===== src/rtl/flash_cache_pkg.sv =====
// Shared types and geometry helpers for the flash_cache read-only word cache.
package flash_cache_pkg;

  typedef enum logic [1:0] {IDLE, FILL, RESPOND} state_t;

  localparam int FLASH_WORD_BYTES = 4;

  function automatic int idx_bits(input int lines);
    return $clog2(lines);
  endfunction

  function automatic int tag_bits(input int addr_bits, input int lines);
    return addr_bits - $clog2(FLASH_WORD_BYTES) - $clog2(lines);
  endfunction

endpackage


===== src/rtl/flash_cache_store.sv =====
// Line storage for flash_cache: valid/tag/data arrays, combinational lookup,
// one synchronous line write port and a synchronous invalidate-all.
module flash_cache_store
  import flash_cache_pkg::*;
#(
  parameter int LINES = 16,
  parameter int IDX_W = 4,
  parameter int TAG_W = 18
) (
  input  logic                          clk,
  input  logic                          reset,
  input  logic                          invalidate,
  input  logic [IDX_W-1:0]              lookup_index,
  input  logic [TAG_W-1:0]              lookup_tag,
  output logic                          hit,
  output logic [FLASH_WORD_BYTES*8-1:0] hit_data,
  input  logic                          write_en,
  input  logic [IDX_W-1:0]              write_index,
  input  logic [TAG_W-1:0]              write_tag,
  input  logic [FLASH_WORD_BYTES*8-1:0] write_data
);

  localparam int WORD_W = FLASH_WORD_BYTES * 8;

  logic [LINES-1:0] valid;
  logic [TAG_W-1:0] tags  [LINES];
  logic [WORD_W-1:0] words [LINES];

  // Invalidate beats a coincident fill: the line stays invalid.
  always_ff @(posedge clk) begin
    if (reset || invalidate) valid <= '0;
    else if (write_en)       valid[write_index] <= 1'b1;
  end

  always_ff @(posedge clk) begin
    if (write_en) begin
      tags[write_index]  <= write_tag;
      words[write_index] <= write_data;
    end
  end

  assign hit      = valid[lookup_index] && (tags[lookup_index] == lookup_tag);
  assign hit_data = words[lookup_index];

endmodule


===== src/rtl/flash_cache.sv =====
// Direct-mapped read-only word cache in front of the SPI flash controller.
// Optional statistics counters enabled by defining FLASH_CACHE_STATS_EN.
module flash_cache
  import flash_cache_pkg::*;
#(
  parameter int LINES     = 16,
  parameter int ADDR_BITS = 24
) (
  input  logic        clk,
  input  logic        reset,
  input  logic [31:0] address_in,
  input  logic        sel_in,
  input  logic        read_in,
  output logic [31:0] read_value_out,
  input  logic [3:0]  write_mask_in,
  input  logic [31:0] write_value_in,
  output logic        ready_out,
  input  logic        invalidate_in,
  output logic [31:0] flash_address_out,
  output logic        flash_sel_out,
  output logic        flash_read_out,
  output logic [3:0]  flash_write_mask_out,
  output logic [31:0] flash_write_value_out,
  input  logic [31:0] flash_read_value_in,
  input  logic        flash_ready_in,
  output logic [31:0] hit_count_out,
  output logic [31:0] miss_count_out
);

  localparam int IDX_BITS = idx_bits(LINES);
  localparam int TAG_BITS = tag_bits(ADDR_BITS, LINES);

  state_t      state, state_next;
  logic [31:0] data_r;
  logic [31:0] fill_addr;
  logic        hit;
  logic [31:0] hit_data;
  logic        accept;
  logic        fill_done;
  logic        unused_inputs;

  assign unused_inputs = ^{address_in[31:ADDR_BITS], address_in[1:0],
                           write_mask_in, write_value_in};

  assign accept    = (state == IDLE) && sel_in && !ready_out;
  assign fill_done = (state == FILL) && flash_ready_in;

  flash_cache_store #(
    .LINES (LINES),
    .IDX_W (IDX_BITS),
    .TAG_W (TAG_BITS)
  ) store (
    .clk          (clk),
    .reset        (reset),
    .invalidate   (invalidate_in),
    .lookup_index (address_in[2 +: IDX_BITS]),
    .lookup_tag   (address_in[ADDR_BITS-1 : 2+IDX_BITS]),
    .hit          (hit),
    .hit_data     (hit_data),
    .write_en     (fill_done && !reset),
    .write_index  (fill_addr[2 +: IDX_BITS]),
    .write_tag    (fill_addr[ADDR_BITS-1 : 2+IDX_BITS]),
    .write_data   (flash_read_value_in)
  );

  always_ff @(posedge clk) begin
    if (reset) state <= IDLE;
    else       state <= state_next;
  end

  always_comb begin
    state_next = state;
    case (state)
      IDLE:    if (accept) state_next = (read_in && !hit) ? FILL : RESPOND;
      FILL:    if (flash_ready_in) state_next = RESPOND;
      RESPOND: state_next = IDLE;
      default: state_next = IDLE;
    endcase
  end

  // Request is captured once at acceptance; address_in is not trusted afterwards.
  always_ff @(posedge clk) begin
    if (reset) begin
      data_r    <= '0;
      fill_addr <= '0;
    end else if (accept) begin
      data_r    <= (read_in && hit) ? hit_data : 32'h0;
      fill_addr <= {{(32-ADDR_BITS){1'b0}}, address_in[ADDR_BITS-1:2], 2'b00};
    end else if (fill_done) begin
      data_r <= flash_read_value_in;
    end
  end

  assign ready_out             = (state == RESPOND);
  assign read_value_out        = (ready_out && sel_in) ? data_r : 32'h0;
  assign flash_sel_out         = (state == FILL);
  assign flash_read_out        = flash_sel_out;
  assign flash_address_out     = fill_addr;
  assign flash_write_mask_out  = 4'h0;
  assign flash_write_value_out = 32'h0;

`ifdef FLASH_CACHE_STATS_EN
  logic [31:0] hits;
  logic [31:0] misses;

  always_ff @(posedge clk) begin
    if (reset) begin
      hits   <= '0;
      misses <= '0;
    end else if (accept && read_in) begin
      if (hit) hits   <= hits + 32'd1;
      else     misses <= misses + 32'd1;
    end
  end

  assign hit_count_out  = hits;
  assign miss_count_out = misses;
`else
  assign hit_count_out  = 32'h0;
  assign miss_count_out = 32'h0;
`endif

endmodule


===== config.mk =====
export PLATFORM = sky130hd
export DESIGN_NAME = flash_cache
export DESIGN_NICKNAME = d
export VERILOG_FILES = /design/src/rtl/flash_cache_pkg.sv /design/src/rtl/flash_cache_store.sv /design/src/rtl/flash_cache.sv
export SDC_FILE = /design/constraint.sdc
export NUM_CORES = 1
export LEC_CHECK = 0
export ABC_AREA = 0
export BUFFER_PORTS_ARGS = -buffer_cell sky130_fd_sc_hd__buf_2
export CAP_MARGIN = 20
export CORE_MARGIN = 4
export CORE_UTILIZATION = 50
export DETAILED_ROUTE_END_ITERATION = 7
export HOLD_SLACK_MARGIN = 0.03
export PLACE_DENSITY = 0.68
export SYNTH_ARGS = -nofsm -noshare
export SYNTH_HDL_FRONTEND = slang
export SYNTH_SLANG_ARGS = --single-unit

===== constraint.sdc =====
create_clock -name clk -period 7.4 [get_ports clk]
set_clock_uncertainty 0.05 [all_clocks]
set_input_delay 0.74 -clock clk [delete_from_list [all_inputs] [get_ports clk]]
set_output_delay 0.74 -clock clk [all_outputs]
set_load 0.005 [all_outputs]

==> flow_metrics.env <==
export IMPL_worst_setup_path_end_kind="register"
export IMPL_vias_per_cell=5.95
export IMPL_path_clk_slew_ps=60
export IMPL_status="finished, final reports clean"
export IMPL_cts_buffers=87
export IMPL_max_freq_mhz=240
export IMPL_synthArstFlopShare=0
export IMPL_clock_latency_ps=630
export IMPL_die_width_um=273
export IMPL_fill_cells=5109
export IMPL_drc_errors=0
export IMPL_synthFlopType="edfxtp_1"
export IMPL_pwr_share_clk=0.428
export IMPL_p_seq_frac=0.523
export IMPL_netlist_area_mm2=0.0351
export IMPL_finalHoldViolations=0
export IMPL_ys_types=53
export IMPL_ys_ff_latch=872
export IMPL_hold_class="input pin to register"
export IMPL_most_common_layout_cells="edfxtp_1 (800), mux4_2 (209), buf_2 (112)"
export IMPL_ir_worst_vdd_uv=188
export IMPL_routed_wl_um=80800
export IMPL_synth_compound_area_frac=0.0302
export IMPL_fp_dieH_um=273
export IMPL_netlist_area_leader_share=0.685
export IMPL_yosys_area_share_simple=0.0364
export IMPL_overflow=0
export IMPL_io_pins=273
export IMPL_area_growth_pct=11.8
export IMPL_avgSynthCellArea_um2=19.7
export IMPL_period_minus_slack_ps=4160
export IMPL_start_kind="input pin"
export IMPL_gp_congestion=0.730
export IMPL_cts_tree="built"
export IMPL_grt_use_total=0.216
export IMPL_synth_area_mux_share=0.161
export IMPL_dieArea_mm2=0.0744
export IMPL_cp_data_required_time_ps=7860
export IMPL_root_buffer="clkbuf_16"
export IMPL_tns_ps=0
export IMPL_worstSetupPathType="input pin to register"
export IMPL_netSwitchingFraction=0.206
export IMPL_crit_fanout=51
export IMPL_ys_warn_count=0
export IMPL_rsz0062_at_grt="no"
export IMPL_maxSlewHeadroom=0.228
export IMPL_post_dp_hpwl_um=41400
export IMPL_synth_adder_area_share=0
export IMPL_tightest_slew_ps=1160
export IMPL_synth_xor_area_frac=0.00500
export IMPL_power_internal_mw=8.28
export IMPL_setup_viol=0
export IMPL_setup_slack_ps=3240
export IMPL_clk_path_buf_depth=3
export IMPL_grt_pass1_wl_um=118000
export IMPL_io_buffer_count=116
export IMPL_cts_resized=0
export IMPL_grt_max_degree=110
export IMPL_clock_sinks=872
export IMPL_layout_commonest_cell="edfxtp_1"
export IMPL_drive_gt1_frac=0.286
export IMPL_combPwrFrac=0.049
export IMPL_placeableCoreArea_mm2=0.0691
export IMPL_synth_edf_count=800
export IMPL_synth_top_family_by_area="multiplexers"
export IMPL_yosysTopAreaCell="edfxtp_1"
export IMPL_dp_slack_ps=2330
export IMPL_drv_cap=0
export IMPL_cts_max_level=3
export IMPL_rows=96
export IMPL_power_leakage_nw=12.8
export IMPL_post_route_period_util=0.562
export IMPL_drt_pass1_iter_count=7
export IMPL_p_per_area_mw_per_mm2=266
export IMPL_synth_cells=1776
export IMPL_wl_per_cell_um=27.7
export IMPL_synth_area_top_cells="edfxtp_1 (69%), mux4_2 (13%), dfxtp_1 (4.1%)"
export IMPL_layout_nets=2018
export IMPL_antenna_found_initial=5
export IMPL_floorplan_initialDensity=0.508
export IMPL_postCtsHoldBufs=0
export IMPL_p_sw_mw=2.15
export IMPL_ant_nets=0
export IMPL_slew_violations=0
export IMPL_cp_arrival_ps=4620
export IMPL_drt_iter0_markers=1727
export IMPL_postCtsSetupBuffers=0
export IMPL_dr_total_vias=17361
export IMPL_synth_seq_area_share=0.726
export IMPL_grt_pass1_vias=17608
layer usage:
layer  global-route usage  share of wire  vias up
li1                     -              -     7282
met1                0.308           0.41     9248
met2                0.353           0.50      697
met3               0.0414          0.073      128
met4               0.0497          0.019        6
met5                    0        0.00047        -
kinds of logic after synthesis:
family	count (synthesis)
compound gates	139
flops	872
other cells	1
xor+xnor	20
simple gates	243
mux	284
buf+inv	217
layout make-up:
| class | count | area (um2) | share of cell area |
|---|---|---|---|
| Tap cell | 931 | 1160 | 0.0297 |
| Clock inverter | 39 | 400 | 0.0102 |
| Inverter | 2 | 7.51 | 0.000191 |
| Timing Repair Buffer | 153 | 915 | 0.0233 |
| Sequential cell | 872 | 25500 | 0.649 |
| Clock buffer | 123 | 2540 | 0.0647 |
| Multi-Input combinational cell | 796 | 8720 | 0.222 |
| Antenna cell | 1 | 2.50 | 0.0000638 |
stage by stage:
stage                     power [mW]  hold slack [ps]  std cells   util  area [um2]
after floorplan                 5.93              385       1885      -       35500
after global placement          6.06              392       2753  0.525       36200
after detailed placement        6.07              400       2753  0.525       36200
after CTS                       10.5              255       2915  0.567       39200
after global routing            10.8              268       2916  0.568       39200
final                           10.4              285       2917  0.568       39200
critical path, cell delays in order:
cell and delay [ps]:
buf_4 710, mux4_1 640, mux4_2 490, xor2_1 200
a221oi_1 210, and4b_2 1020, nand3b_1 270, a22o_1 290
power by group through the flow:
stage	Sequential, mW	Combinational [mW]	Clock, mW
after floorplan	5.54	0.384	0
after global placement	5.55	0.503	0
after detailed placement	5.56	0.513	0
after CTS	5.45	0.516	4.54
after global routing	5.46	0.555	4.76
final	5.45	0.512	4.47
Yosys cell counts (5+ instances only):
library cell / number
a211oi_2: 30
a21oi_1: 22
a221oi_1: 6
and3_1: 32
buf_2: 30
buf_4: 125
buf_6: 10
clkbuf_1: 45
dfxtp_1: 72
edfxtp_1: 800
mux2_2: 17
mux2i_1: 47
mux4_1: 11
mux4_2: 209
nand2_1: 58
nand2b_1: 7
nand3_1: 32
nor2_1: 53
nor2b_1: 6
nor3_1: 5
nor3b_1: 33
o21a_1: 16
o21ai_0: 38
o22ai_1: 7
xnor2_1: 16
worst paths after layout:
check	startpoint	slack (ps)	cells after the start	end
worst min-delay path	read_in	280	2	state[1]
worst min register to register	store.valid[13]	410	1	store.valid[13]
worst max-delay path	address_in[3]	3240	8	state[0]
worst max register to register	state[0]	3690	7	store.tags[13][15]
state kept, by name, summed over array words and instances, names as in the netlist:
name	flops
state	2
store.tags	288
store.valid	16
flash_address_out	22
data_r	32
store.words	512
No activity file was read; power rests on OpenSTA's default activity.
